[src/rtl/writeback_unit.sv]
// writeback_unit: write-side master for the integer register file.
// Merges single-cycle ALU results and FIFO-buffered load responses into one
// registered write port, and keeps a busy scoreboard of outstanding loads.
// Optional macro WB_FWD_EN adds same-cycle write forwarding compare ports.
module writeback_unit #(
  parameter int DEPTH = 4,
  parameter int PTR_W = 2
) (
  input  logic             clk,
  input  logic             rst_n,
  input  logic             alu_valid,
  input  logic [4:0]       alu_rd,
  input  logic [31:0]      alu_data,
  input  logic             ld_valid,
  output logic             ld_ready,
  input  logic [4:0]       ld_rd,
  input  logic [31:0]      ld_data,
  input  logic             iss_valid,
  input  logic [4:0]       iss_rd,
  output logic [31:0]      busy,
  output logic [PTR_W:0]   fifo_count,
  output logic [4:0]       rd,
  output logic [31:0]      write_data,
  output logic             w_en
`ifdef WB_FWD_EN
  ,
  input  logic [4:0]       fwd_r1,
  input  logic [4:0]       fwd_r2,
  output logic             fwd_hit1,
  output logic             fwd_hit2,
  output logic [31:0]      fwd_data1,
  output logic [31:0]      fwd_data2
`endif
);

  localparam logic [PTR_W:0]   FULL    = (PTR_W+1)'(DEPTH);
  localparam logic [PTR_W:0]   CNT_ONE = (PTR_W+1)'(1);
  localparam logic [PTR_W-1:0] PTR_ONE = PTR_W'(1);

  logic [4:0]       fifo_rd   [DEPTH];
  logic [31:0]      fifo_data [DEPTH];
  logic [PTR_W-1:0] wr_ptr;
  logic [PTR_W-1:0] rd_ptr;
  logic             push;
  logic             pop;
  logic             sel_valid;
  logic [4:0]       sel_rd;
  logic [31:0]      sel_data;
  logic [31:0]      busy_next;

  // Ready is forced low while in reset so no response is taken then.
  assign ld_ready = rst_n && (fifo_count != FULL);
  assign push     = ld_valid && ld_ready;
  assign pop      = !alu_valid && (fifo_count != '0);

  // Pick the write source: ALU first, otherwise the FIFO head.
  always_comb begin
    sel_valid = 1'b0;
    sel_rd    = '0;
    sel_data  = '0;
    if (alu_valid) begin
      sel_valid = 1'b1;
      sel_rd    = alu_rd;
      sel_data  = alu_data;
    end else if (pop) begin
      sel_valid = 1'b1;
      sel_rd    = fifo_rd[rd_ptr];
      sel_data  = fifo_data[rd_ptr];
    end
  end

  // FIFO storage; contents are don't-care until written, so no reset.
  always_ff @(posedge clk) begin
    if (push) begin
      fifo_rd[wr_ptr]   <= ld_rd;
      fifo_data[wr_ptr] <= ld_data;
    end
  end

  // FIFO pointers and occupancy; pointers wrap naturally at DEPTH.
  always_ff @(posedge clk or negedge rst_n) begin
    if (!rst_n) begin
      wr_ptr     <= '0;
      rd_ptr     <= '0;
      fifo_count <= '0;
    end else begin
      if (push) wr_ptr <= wr_ptr + PTR_ONE;
      if (pop)  rd_ptr <= rd_ptr + PTR_ONE;
      case ({push, pop})
        2'b10:   fifo_count <= fifo_count + CNT_ONE;
        2'b01:   fifo_count <= fifo_count - CNT_ONE;
        default: fifo_count <= fifo_count;
      endcase
    end
  end

  // Scoreboard update: clear on pop, then set on issue so a reissue wins.
  always_comb begin
    busy_next = busy;
    if (pop) busy_next[fifo_rd[rd_ptr]] = 1'b0;
    if (iss_valid && (iss_rd != 5'd0)) busy_next[iss_rd] = 1'b1;
    busy_next[0] = 1'b0;
  end

  // Scoreboard register.
  always_ff @(posedge clk or negedge rst_n) begin
    if (!rst_n) busy <= '0;
    else        busy <= busy_next;
  end

  // Registered write port; rd/data hold when nothing is selected.
  always_ff @(posedge clk or negedge rst_n) begin
    if (!rst_n) begin
      rd         <= '0;
      write_data <= '0;
      w_en       <= 1'b0;
    end else if (sel_valid) begin
      rd         <= sel_rd;
      write_data <= sel_data;
      w_en       <= (sel_rd != 5'd0);
    end else begin
      w_en       <= 1'b0;
    end
  end

`ifdef WB_FWD_EN
  // Forward the in-flight write to readers of the same register.
  always_comb begin
    fwd_hit1  = w_en && (rd == fwd_r1) && (fwd_r1 != 5'd0);
    fwd_hit2  = w_en && (rd == fwd_r2) && (fwd_r2 != 5'd0);
    fwd_data1 = write_data;
    fwd_data2 = write_data;
  end
`endif

endmodule

[config.mk]
export PLATFORM = sky130hd
export DESIGN_NAME = writeback_unit
export DESIGN_NICKNAME = d
export VERILOG_FILES = /design/src/rtl/writeback_unit.sv
export SDC_FILE = /design/constraint.sdc
export NUM_CORES = 1
export LEC_CHECK = 0
export CAP_MARGIN = 20
export CORE_ASPECT_RATIO = 0.5
export CORE_MARGIN = 3
export CORE_UTILIZATION = 56
export CTS_CLUSTER_DIAMETER = 80
export DETAILED_ROUTE_END_ITERATION = 10
export GPL_TIMING_DRIVEN = 0
export PLACE_DENSITY = 0.91
export SLEW_MARGIN = 10
export SYNTH_ARGS = -nofsm -noshare
export SYNTH_HDL_FRONTEND = slang
export SYNTH_SLANG_ARGS = --single-unit
export TNS_END_PERCENT = 30
[constraint.sdc]
create_clock -name clk -period 6.5 [get_ports clk]
set_input_delay 1.3 -clock clk [delete_from_list [all_inputs] [get_ports clk]]
set_output_delay 1.3 -clock clk [all_outputs]
set_load 0.02 [all_outputs]
==> impl_results.md <==
- Outcome: finished clean
- Critical hold path startpoint: busy[26]
- Part of the Yosys area used for sequential elements: 73.2%
- Area share of the largest cell type after synthesis: 51.3%
- Worst reg2reg path startpoint: fifo_count[0]
- Pleak: approximately 0.0042 uW
- Portion of total power attributed to sequential cells: 41.2%
- Post-Synth Simple-Gate Area: 5.73%
- Count of antenna-violating nets left after detailed routing: 0
- Max capacitance violation total: 0
- Overall overflow remaining after global route: 0
- Average size of a mapped cell: 16.6 um^2
- Cells resized by post-CTS repair: 0
- Antenna violations before repair: 1
- Worst relative slew slack: 51.9%
- Cell count of the worst hold path: 2
- Core utilization of the finished layout: 75.9%
- Synthesized Nets: 611
- Peak clock frequency supported by timing: around 230 MHz
- Boundary pin count: 158
- Maximum fanout along the worst path: 60
- CTS hold repair buffers: 0
- Via count: approximately 5700
- H-tree Lvls: 1
- Category of the worst setup path launch point: primary input
- Hold path endpoint: busy[26]
- Endpoint kind of the worst setup timing path: primary output
- Number of vias per cell after detailed routing: 6.19
- Overall power consumption: 4880 uW
- CTS Sinks: roughly 220
- First-pass iteration count of the detailed router: 6
- Number of fill cells: 794
- Worst-case setup margin in the final layout: 2060 ps
- Multiplexer share of the synthesized area: 9.86%
- Placed instance count: a little under 900
- Sum Neg Setup Slack: 0 ps
- Data arrival, critical path: about 3100 ps
- Number of instances in the synthesized netlist: roughly 520
- Clock latency on the worst-skew pair: 500 ps
- Post-route clock period utilization: a little under 70%
- Area share of fa/ha/maj cells after synthesis: less than 1%
- Remaining design rule violation count: 0
- Switching power total: 1600 uW
- Number of endpoints with negative hold slack in the final report: 0
- Post-placement setup slack: approximately 2100 ps
- Fraction of final layout cells with drive strength greater than 1: between 10 and 15%
- Count of input and output buffers: 155
- Synthesis-to-finish area growth: 29.4%
- R2r endpoint: fifo_count[2]
- Die ar.: 0.0171 mm^2
- Pin count of the biggest net entering global routing: 61
- Cell at the root of the clock tree: sky130_fd_sc_hd__clkbuf_16
- Largest delay share family, worst path: buffers and inverters
- Biggest area contributors in the synthesized netlist: sky130_fd_sc_hd__edfxtp_1 (51%), sky130_fd_sc_hd__dfrtp_1 (22%), sky130_fd_sc_hd__mux4_2 (9.6%)
- Register Area: about 0.0063 mm^2
- All-layer global routing usage: about a quarter
- Chain of cells forming the critical path: buf_4 > buf_16 > inv_1 > a31oi_1 > clkdlybuf4s50_1
- Die H: approximately 94 um
- Standard-cell row count: 31
- Hold crit path type: flop to flop
- Number of global-route vias before repair: just under 6000
- Deepest clock path buffer count: 3
- Buffer and inverter count on the worst path: 4
- Setup-failing EPs final: 0
- Xor and xnor fraction of the mapped netlist area: 0.606%
- Relative contribution of combinational cells to total power: 35.1%
- Combined area of the multi-input logic cells: 0.00204 mm^2
- First-pass GRT wire length: approximately 34000 um
- R2R cell count: 10
- Inserted Clock Buffers: 20
- Cell type with the largest total area after synthesis: sky130_fd_sc_hd__edfxtp_1
- Actual slew at the worst max-slew pin: about 720 ps
- Total number of yosys warnings: 0
- Critical path startpoint: rst_n
- Data required time at the worst endpoint: 5200 ps
- HPWL Detailed: 14000 um
- Peak VDD IR: ~0.20 mV
- Final worst path period need: 4440 ps
- Aggregate routed wire length: 22600 um
- Clock slew at reported path FFs: 60 ps
- Relative contribution of the clock network to total power: 23.6%
- Post-synth cell types: 37
- Final non-filler cell total: approximately 920
- Largest family of logic cells by synthesized area: multiplexers
- Netlist area before placement: ~0.0087 mm^2
- Worst setup path category: primary input to primary output
- Max-slew violations: 0
- Horiz. Die Dim: approximately 180 um
- Unrepaired setup endpoints after global routing: false
- Critical-path cell with the highest stage delay: sky130_fd_sc_hd__clkdlybuf4s50_1
- Switching part of the total power: 32.7%
- Final clock skew: 14.9 ps
- Synth Register Bits: 224
- Worst reg-to-reg setup slack: 3810 ps
- Power per unit of standard cell area: ~440 mW/mm^2
- First-iteration detailed-routing DRC count: ~800
- Fraction of the mapped netlist area in compound gates: 6.25%
- Maximum cell stage delay along the critical path: 720 ps
- Placer's final routability congestion estimate: about 0.8
- Initial cell density of the core: 58.6%
- Floorplan core area: 0.0148 mm^2
- Average wire per cell in the routed design: around 25 um
- Clock tree from TritonCTS: done
- Number of buffers inserted to repair setup after CTS: 0
- Internal: around 3300 uW
- Number of nets at the end of the flow: 794
==> sequential cells by signal, summed over array words and instances (netlist names) <==
register / count
fifo_rd: 20
rd: 5
fifo_count: 3
write_data: 32
busy: 31
rd_ptr: 2
wr_ptr: 2
fifo_data: 128
w_en: 1
==> cells in the mapped netlist <==
cell	number
sky130_fd_sc_hd__or4b_1	2
sky130_fd_sc_hd__conb_1	1
sky130_fd_sc_hd__inv_1	45
sky130_fd_sc_hd__nand3b_1	3
sky130_fd_sc_hd__ha_1	5
sky130_fd_sc_hd__o21ai_1	22
sky130_fd_sc_hd__fa_1	1
sky130_fd_sc_hd__and3_1	4
sky130_fd_sc_hd__o21ai_0	11
sky130_fd_sc_hd__mux2_2	1
sky130_fd_sc_hd__and2_1	2
sky130_fd_sc_hd__buf_4	1
sky130_fd_sc_hd__or4_4	1
sky130_fd_sc_hd__nand3_1	1
sky130_fd_sc_hd__or3b_1	3
sky130_fd_sc_hd__a222oi_1	37
sky130_fd_sc_hd__nor3_1	4
sky130_fd_sc_hd__nand2_1	65
sky130_fd_sc_hd__nor2b_1	2
sky130_fd_sc_hd__a31oi_1	1
sky130_fd_sc_hd__nand2b_1	3
sky130_fd_sc_hd__mux2i_1	1
sky130_fd_sc_hd__buf_2	7
sky130_fd_sc_hd__mux4_2	37
sky130_fd_sc_hd__buf_1	5
sky130_fd_sc_hd__nor2_1	8
sky130_fd_sc_hd__nand4bb_1	1
sky130_fd_sc_hd__clkbuf_1	12
sky130_fd_sc_hd__buf_6	1
sky130_fd_sc_hd__dfrtp_1	76
sky130_fd_sc_hd__or2_2	1
sky130_fd_sc_hd__or3_4	1
sky130_fd_sc_hd__edfxtp_1	148
sky130_fd_sc_hd__or4_1	1
sky130_fd_sc_hd__xor2_1	2
sky130_fd_sc_hd__nor4_2	1
sky130_fd_sc_hd__xnor2_1	4
==> metrics by stage <==
stage / hold slack, ps / area [um^2]
3_5_place_dp: 478 / 10600
3_3_place_gp: 472 / 10500
5_1_grt: 504 / 11200
6_report: 491 / 11200
2_1_floorplan: 534 / 8660
4_1_cts: 492 / 11200
==> power groups by stage <==
| stage | clock network, uW | logic, uW | registers [uW] |
|---|---|---|---|
| after floorplan | 0 | 731 | 2230 |
| after global placement | 0 | 1610 | 2010 |
| after detailed placement | 0 | 1690 | 2030 |
| after CTS | 1160 | 1720 | 2010 |
| after global routing | 1220 | 1810 | 2040 |
| final | 1150 | 1720 | 2010 |
==> cell usage in the layout (no fill, tap or decap), types with 3 or more instances in the layout <==
cell,n
sky130_fd_sc_hd__a222oi_1,37
sky130_fd_sc_hd__and3_2,4
sky130_fd_sc_hd__buf_1,5
sky130_fd_sc_hd__buf_12,4
sky130_fd_sc_hd__buf_2,7
sky130_fd_sc_hd__buf_4,3
sky130_fd_sc_hd__clkbuf_1,19
sky130_fd_sc_hd__clkbuf_16,21
sky130_fd_sc_hd__clkdlybuf4s50_1,154
sky130_fd_sc_hd__dfrtp_1,76
sky130_fd_sc_hd__edfxtp_1,148
sky130_fd_sc_hd__ha_1,5
sky130_fd_sc_hd__inv_1,45
sky130_fd_sc_hd__mux4_2,37
sky130_fd_sc_hd__nand2_1,65
sky130_fd_sc_hd__nand2b_1,3
sky130_fd_sc_hd__nand3b_1,3
sky130_fd_sc_hd__nor2_1,8
sky130_fd_sc_hd__nor3_1,4
sky130_fd_sc_hd__o21ai_0,11
sky130_fd_sc_hd__o21ai_1,22
sky130_fd_sc_hd__or3b_1,3
sky130_fd_sc_hd__xnor2_1,4
==> cell type report <==
cell class | instances | share of cell area (%)
sequential | 224 | 56.6
multi-input combinational | 226 | 18.2
timing repair buffer | 161 | 14.8
clock buffer | 30 | 5.17
tap | 198 | 2.21
inverter | 45 | 1.51
buffer | 26 | 1.05
clock inverter | 5 | 0.424
antenna | 1 | 0.0223
==> layer usage <==
metal | track usage (%) | vias to the layer above | wire [um] | part of all wire (%)
met5 | 0 | - | 0 | 0
met4 | 8.49 | 0 | 742 | 3.3
met3 | 6.69 | 63 | 2400 | 11
met2 | 43.6 | 402 | 10900 | 48
met1 | 34.9 | 2827 | 8530 | 38
li1 | - | 2380 | - | -
==> worst reg2reg max path, delay by kind of cell, from the launching register on <==
| family | cells | cell delay, ps |
|---|---|---|
| fa+ha+maj | 2 | 670 |
| buf+inv | 3 | 600 |
| simple gates | 3 | 590 |
| flops | 1 | 460 |
| xor+xnor | 2 | 290 |
==> logic make-up (layout without fill, tap and decap cells) <==
group                      after synthesis  in the layout
xor gates and xnor gates                 6              6
and+or+nand+nor                        103            103
other                                    1              2
adders and majority gates                6              6
buffers and inverters                   71            267
muxes                                   39             39
DFF                                    224            224
AOI/OAI and AO/OA                       71             71
==> worst max-delay path by stage <==
stage,endpoint,slack (ps),cells after the start
after global routing,ld_ready,1890,5
after global placement,fifo_data[1][19],-400,4
after CTS,ld_ready,2060,5
final,ld_ready,2060,5
after detailed placement,ld_ready,2130,5
after floorplan,fifo_data[0][0],3220,3
Power figures use the tool's default switching activity.
